[src/rtl/score_keeper_pkg.sv]
// Shared types and constants for the score keeper: FSM states, score width
// and active-low seven-segment patterns (segment order g..a, bit 6 = g).
package score_keeper_pkg;

  localparam int SCORE_W = 4;

  typedef enum logic [1:0] {
    ST_PLAY    = 2'd0,
    ST_HOLD    = 2'd1,
    ST_RESTART = 2'd2,
    ST_DONE    = 2'd3
  } state_e;

  localparam logic [6:0] SEG_0     = 7'b1000000;
  localparam logic [6:0] SEG_1     = 7'b1111001;
  localparam logic [6:0] SEG_2     = 7'b0100100;
  localparam logic [6:0] SEG_3     = 7'b0110000;
  localparam logic [6:0] SEG_4     = 7'b0011001;
  localparam logic [6:0] SEG_5     = 7'b0010010;
  localparam logic [6:0] SEG_6     = 7'b0000010;
  localparam logic [6:0] SEG_7     = 7'b1111000;
  localparam logic [6:0] SEG_8     = 7'b0000000;
  localparam logic [6:0] SEG_9     = 7'b0010000;
  localparam logic [6:0] SEG_BLANK = 7'b1111111;

  localparam logic [1:0] WIN_NONE  = 2'b00;
  localparam logic [1:0] WIN_RIGHT = 2'b01;
  localparam logic [1:0] WIN_LEFT  = 2'b10;

endpackage

[src/rtl/score_keeper_seg7.sv]
// Active-low seven-segment decoder; anything above 9 shows blank.
module seg7
  import score_keeper_pkg::*;
(
  input  logic [SCORE_W-1:0] val_i,
  output logic [6:0]         seg_o
);

  // Pure lookup from digit value to segment pattern
  always_comb begin
    seg_o = SEG_BLANK;
    case (val_i)
      4'd0: seg_o = SEG_0;
      4'd1: seg_o = SEG_1;
      4'd2: seg_o = SEG_2;
      4'd3: seg_o = SEG_3;
      4'd4: seg_o = SEG_4;
      4'd5: seg_o = SEG_5;
      4'd6: seg_o = SEG_6;
      4'd7: seg_o = SEG_7;
      4'd8: seg_o = SEG_8;
      4'd9: seg_o = SEG_9;
      default: seg_o = SEG_BLANK;
    endcase
  end

endmodule

[src/rtl/score_keeper.sv]
// Match score keeper: counts round wins per side, holds the result for a
// while, pulses round_rst to restart play, and latches the match winner.
module score_keeper
  import score_keeper_pkg::*;
#(
  parameter int WIN_SCORE   = 3,
  parameter int HOLD_CYCLES = 4
) (
  input  logic       clk,
  input  logic       rst,
  input  logic       l_win,
  input  logic       r_win,
  input  logic       new_match,
  output logic       round_rst,
  output logic       match_over,
  output logic [1:0] winner,
  output logic [6:0] hex_l,
  output logic [6:0] hex_r
);

  localparam int                 CNT_W     = $clog2(HOLD_CYCLES + 1);
  localparam logic [CNT_W-1:0]   HOLD_LAST = CNT_W'(HOLD_CYCLES - 1);
  localparam logic [SCORE_W-1:0] WIN_S     = SCORE_W'(WIN_SCORE);

  state_e             state_q, state_d;
  logic [SCORE_W-1:0] score_l_q, score_l_d, score_r_q, score_r_d;
  logic [CNT_W-1:0]   cnt_q, cnt_d;
  logic [1:0]         winner_q, winner_d;
  logic               over_q, over_d;
  logic [SCORE_W-1:0] inc_l, inc_r;

  assign inc_l = score_l_q + SCORE_W'(1);
  assign inc_r = score_r_q + SCORE_W'(1);

  // State and score registers; reset aborts straight to a fresh match
  always_ff @(posedge clk or negedge rst) begin
    if (!rst) begin
      state_q   <= ST_PLAY;
      score_l_q <= '0;
      score_r_q <= '0;
      cnt_q     <= '0;
      winner_q  <= WIN_NONE;
      over_q    <= 1'b0;
    end else begin
      state_q   <= state_d;
      score_l_q <= score_l_d;
      score_r_q <= score_r_d;
      cnt_q     <= cnt_d;
      winner_q  <= winner_d;
      over_q    <= over_d;
    end
  end

  // Next-state logic; only PLAY scores, only DONE honours new_match
  always_comb begin
    state_d   = state_q;
    score_l_d = score_l_q;
    score_r_d = score_r_q;
    cnt_d     = cnt_q;
    winner_d  = winner_q;
    over_d    = over_q;
    case (state_q)
      ST_PLAY: begin
        // a simultaneous l_win/r_win is ambiguous and dropped
        if (l_win && !r_win) begin
          score_l_d = inc_l;
          if (inc_l == WIN_S) begin
            state_d  = ST_DONE;
            winner_d = WIN_LEFT;
            over_d   = 1'b1;
          end else begin
            state_d = ST_HOLD;
            cnt_d   = '0;
          end
        end else if (r_win && !l_win) begin
          score_r_d = inc_r;
          if (inc_r == WIN_S) begin
            state_d  = ST_DONE;
            winner_d = WIN_RIGHT;
            over_d   = 1'b1;
          end else begin
            state_d = ST_HOLD;
            cnt_d   = '0;
          end
        end
      end
      ST_HOLD: begin
        if (cnt_q == HOLD_LAST) state_d = ST_RESTART;
        else                    cnt_d   = cnt_q + CNT_W'(1);
      end
      ST_RESTART: state_d = ST_PLAY;
      ST_DONE: begin
        if (new_match) begin
          score_l_d = '0;
          score_r_d = '0;
          winner_d  = WIN_NONE;
          over_d    = 1'b0;
          state_d   = ST_RESTART;
        end
      end
      default: state_d = ST_PLAY;
    endcase
  end

  assign round_rst  = (state_q == ST_RESTART);
  assign match_over = over_q;
  assign winner     = winner_q;

  seg7 u_seg_l (.val_i(score_l_q), .seg_o(hex_l));
  seg7 u_seg_r (.val_i(score_r_q), .seg_o(hex_r));

endmodule

[config.mk]
export PLATFORM = sky130hd
export DESIGN_NAME = score_keeper
export DESIGN_NICKNAME = d
export VERILOG_FILES = /design/src/rtl/score_keeper_pkg.sv /design/src/rtl/score_keeper_seg7.sv /design/src/rtl/score_keeper.sv
export SDC_FILE = /design/constraint.sdc
export NUM_CORES = 1
export LEC_CHECK = 0
export CAP_MARGIN = 25
export CELL_PAD_IN_SITES_DETAIL_PLACEMENT = 2
export CELL_PAD_IN_SITES_GLOBAL_PLACEMENT = 2
export CORE_MARGIN = 5
export CORE_UTILIZATION = 32
export CTS_BUF_LIST = sky130_fd_sc_hd__clkbuf_16
export DETAILED_ROUTE_END_ITERATION = 16
export HOLD_SLACK_MARGIN = 0.15
export PLACE_DENSITY_LB_ADDON = 0.05
export SLEW_MARGIN = 40
export SYNTH_ARGS = -nofsm -noshare
export SYNTH_HDL_FRONTEND = slang
export SYNTH_SLANG_ARGS = --single-unit
[constraint.sdc]
create_clock -name clk -period 1.92 [get_ports clk]
set_clock_uncertainty 0.15 [all_clocks]
set_input_delay 0.192 -clock clk [delete_from_list [all_inputs] [get_ports clk]]
set_output_delay 0.192 -clock clk [all_outputs]
set_load 0.05 [all_outputs]
Word-level counts from Yosys, hierarchy flattened
Memories as Yosys holds them, arrays and structs flattened.
Cells that the tools add are included.
{"block": "word_totals", "reg_bits": 16, "memories": 2, "rom_bits": 224, "word_cells": 71}
{"memory": "(name not given)", "depth": 16, "word_bits": 7, "read_ports": 1, "rd_ports_with_merged_regs": 0, "write_ports": 0, "line_no": "score_keeper_seg7.sv:12", "text": "case (val_i)"}
{"memory": "(name not given)", "depth": 16, "word_bits": 7, "read_ports": 1, "rd_ports_with_merged_regs": 0, "write_ports": 0, "line_no": "score_keeper_seg7.sv:12"}
{"block": "op_classes", "mux": 31, "reduce_logical": 12, "addsub": 3, "eq_ne": 17}
{"cell": "two-way mux 2 bit", "count": 11}
{"cell": "two-way mux 4 bit", "count": 4}
{"cell": "one-hot mux 4 bit (2 select lines)", "count": 2}
{"cell": "two-way mux 3 bit", "count": 5}
{"cell": "inequality test 3 bit (second input constant)", "count": 5}
{"cell": "inequality test 2 bit (second input constant)", "count": 6}
{"cell": "AND reduction 5 bit", "count": 2}
{"cell": "adder 4 x 1 -> 4 bit (second input constant)", "count": 2}
{"cell": "== test 4 x 2 -> 1 bit (second input constant)", "count": 2}
{"cell": "one-hot mux 2 bit (4 select lines)", "count": 1}
{"cell": "one-hot mux 3 bit (2 select lines)", "count": 1}
{"cell": "AND reduction 3 bit", "count": 2}
{"cell": "two-way mux 1 bit", "count": 5}
{"cell": "== test 2 bit (second input constant)", "count": 2}
{"cell": "one-hot mux 2 bit (2 select lines)", "count": 1}
{"cell": "AND reduction 4 bit", "count": 1}
{"cell": "nonzero test 2 bit", "count": 2}
{"cell": "adder 3 x 1 -> 3 bit (second input constant)", "count": 1}
{"cell": "== test 3 x 2 -> 1 bit (second input constant)", "count": 1}
{"cell": "== test 2 x 1 -> 1 bit (second input constant)", "count": 1}
{"cell": "logical AND 1 bit", "count": 2}
{"cell": "zero test 1 bit", "count": 2}
{"cell": "zero test 2 bit", "count": 1}
{"cell": "one-hot mux 1 bit (2 select lines)", "count": 1}

Longest topological paths before layout
{"block": "depth", "ltp_word": 6, "depth_mapped": 7}

Modules after synthesis
From an unflattened synthesis, not the netlist that was laid out.
{"block": "hier_totals", "cells_unflattened": 164, "area_unflattened_um2": 1373.8}
{"module": "score_keeper", "n_inst": 1, "seq_area_each_um2": 400.4, "cells_per_inst": 98, "area_each_um2": 953.4}
{"module": "seg7", "n_inst": 2, "seq_area_each_um2": 0.0, "cells_per_inst": 33, "area_each_um2": 210.2}

Worst setup path before layout
No wires, ideal clock.
{"block": "synth_path", "path_type": "flip-flop to output port", "startpoint": "register score_r_q[1]", "endpoint": "output port hex_r[4]", "stages_incl_launch_ff": 6, "required_time_ns": 1.578, "setup_slack_ns": -0.407, "arrival_ns": 1.985, "n_path_buf": 0, "path_cell_list": "dfrtp_1 -> inv_1 -> ha_1 -> nand2_1 -> o21ai_0 -> o21ai_0"}
{"block": "synth_via", "elab_chain_len": 1}
{"item": "start, declared", "line_no": "score_keeper.sv:26", "text": "logic [SCORE_W-1:0] score_l_q, score_l_d, score_r_q, score_r_d;"}
{"item": "start signal, assigned", "line_no": "score_keeper.sv:47", "text": "score_r_q <= score_r_d;"}
{"item": "memory read (16 x 7 bit)"}
{"item": "end, declared", "line_no": "score_keeper.sv:18", "text": "output logic [6:0] hex_r"}
No other way between the ends.

Worst setup path in the final report
{"block": "layout_path", "startpoint": "register score_l_q[0]", "endpoint": "output port hex_l[3]"}
{"block": "layout_via", "elab_chain_len": 1}
{"item": "start, declared", "line_no": "score_keeper.sv:26"}
{"item": "start signal, assigned", "line_no": "score_keeper.sv:46", "text": "score_l_q <= score_l_d;"}
{"item": "memory read (16 x 7 bit)"}
{"item": "end, declared", "line_no": "score_keeper.sv:17", "text": "output logic [6:0] hex_l,"}
No other way between the ends.

==> impl_metrics.toml <==
[status]
outcome = "finished, final reports clean"

[logic_synthesis]
synth_seq_cells = 16
syn_area_um2 = 1429
avgSynthCellArea_um2 = 8.505
yosysMostFrequentCell = "nand2_1"
synth_edf_count = 0
synth.top_cell.area_share = 0.2802
yosys.area.top_type = "dfrtp_1"
synthFlopType = "dfrtp_1"
yosys_warnings = 0
ys_types = 45
syn_inst = 168
yosysSeqAreaShare = 0.2802
synthTopCellsByCount = "nand2_1 (27), dfrtp_1 (16), ha_1 (16)"
syn_nets = 189
async_reset_ff_frac = 1.000
synthTopCellsByArea = "dfrtp_1 (28%), ha_1 (14%), nand2_1 (7.1%), o21ai_0 (4.6%), a21oi_1 (3.9%)"

[route]
route.detailed.drc = 0
vias = 1457
totalWireLength_um = 5062
wl_per_cell_um = 19.17
vias_per_cell = 5.519
postRouteAntennaNets = 0
drt_iter0_drc = 48
drt_first_pass_iters = 4

[floorplan]
die_y_um = 76.82
start_util = 0.3282
die_w_um = 76.82
dieArea_um2 = 5901
coreArea_um2 = 4354
ios = 23
fp-row-count = 24

[clocking]
cts_tree = "yes"
clock_latency_ns = 0.25
h-tree-depth = 1
ctsRootBufferMaster = "clkbuf_16"
clockBufferDepth = 2
cts_sinks = 16
cts.clk_slew.worst_paths_ns = 0.05
cts_inserted_buffers = 3

[timing]
tightest_slew_ns = 0.4962
hold_slack_ns = 0.3621
tns_ns = 0
rsz0062_at_grt = "yes"
period_needed_ns = 1.920
timing.final.crit_share = 0.9998
finalHoldViolations = 0
slew_violations = 0
slew_headroom = 0.6681
report.final.setup_viol = 0
max_freq_ghz = 0.5209

[critical_path]
cp-start-kind = "flip-flop"
cp.required_ns = 1.58
crit_path_end_kind = "output port"
criticalPathCategory = "reg2out"
crit_arrival_ns = 1.58
crit_fanout = 5

[global_routing]
antenna_found_initial = 0
overflow = 0
grt_pass1_wl_um = 7852
grt.total_usage = 0.1586
grt_pass1_vias = 1561
grt_start_max_net_pins = 17

[power]
pwr-share-clk = 0.094
peakVddDrop_mv = 0.7274
intPower_mw = 2.211
p_per_area_nw_per_um2 = 1952
power_mw = 4.378
power_leakage_nw = 0.9669
combPwrFrac = 0.751
p_seq_frac = 0.155
p_sw_mw = 2.167
swShare = 0.4949

[finish]
n_antenna_cell = 0
final_nets = 234
areaGrowthSynthToFinish_pct = 57.01
fin_util = 0.5152
design_area_um2 = 2243
drive_above_1_share = 0.4528

[place]
hpwlAfterDp_um = 3439
portBuffers = 22
place.gp.congestion = 0.8833
dpl_cell_area_um2 = 1939

[worst_hold_path]
hold_class = "reg2reg"

[run]
cap_violations = 0
## layer usage
layer / routed length, µm / GRT usage
met1: 2205 / 0.1898
met2: 2647 / 0.2929
met3: 129 / 0.02225
met4: 80 / 0.04021
met5: 0 / 0
## flip-flops by register name (all words and copies together) (netlist names)
signal and count:
score_l_q 4, score_r_q 4, cnt_q 3, state_q 2, winner 2, match_over 1
## what timing repair did
item	CTS	global route
endpoints found under the hold margin	16	0
cloned	0	0
pin swaps	1	10
endpoints found under the setup margin	11	17
gates resized for setup	13	38
hold buffers	1	0
setup buffers	5	1
## placed cells by master, fill, tap and decap left out, types with 6 or more instances in the layout
master	count
ha_1	8
buf_4	21
buf_6	8
nand2_1	27
dfrtp_1	10
nor2_1	8
a21oi_1	8
inv_1	6
dfrtp_2	6
clkdlybuf4s50_1	6
buf_12	10
ha_2	6
o21ai_0	7
## path summary, 6_finish.rpt
| path | endpoint | slack [ns] | startpoint | depth (start not counted) |
|---|---|---|---|---|
| max | hex_l[3] | 0.0004 | score_l_q[0] | 5 |
| min | match_over | 0.36 | match_over | 2 |
| max reg2reg | cnt_q[1] | 0.04 | score_r_q[1] | 7 |
| min reg2reg | match_over | 0.36 | match_over | 2 |
| max in group asynchronous | cnt_q[0] | 0.74 | rst | 3 |
| min in group asynchronous | score_l_q[3] | 0.67 | rst | 3 |
## power by group through the flow
stage / Clock (mW) / Sequential [mW] / Combinational (mW)
6_report: 0.412 / 0.679 / 3.29
3_3_place_gp: 0 / 0.666 / 2.76
5_1_grt: 0.443 / 0.705 / 3.50
2_1_floorplan: 0 / 0.688 / 1.66
4_1_cts: 0.422 / 0.653 / 3.05
3_5_place_dp: 0 / 0.676 / 2.85
## stage by stage
stage	setup WS [ns]	instances
detailed placement	-0.09500	253
global placement	0.02070	253
global route	-0.06081	264
CTS	-0.01065	263
floorplan	-0.03614	168
finish	0.0003527	264
## worst max-delay path, stage by stage, from the launching register on
cell     delay [ns]
dfrtp_2        0.47
ha_2           0.21
or2_4          0.23
a21oi_4        0.18
a31oi_2        0.07
buf_6          0.17
## logic make-up after synthesis
kind of cell	count (synthesis)	share of synthesized area
buffers and inverters	18	0.05516
and+or+nand+nor	61	0.2163
adders and majority gates	16	0.1401
AOI/OAI and AO/OA	52	0.2723
DFF	16	0.2802
xor gates and xnor gates	1	0.006131
muxes	4	0.02977
## area by class of cell
type | count | area, µm²
clock buffers | 3 | 75.07
well taps | 52 | 65.06
multi-input cells | 134 | 1102
flip-flops and latches | 16 | 407.9
inverters | 11 | 46.29
fillers | 449 | 2111
repair buffers | 47 | 543.0
clock inverters | 1 | 3.754
(Power assumes the default switching activity.)
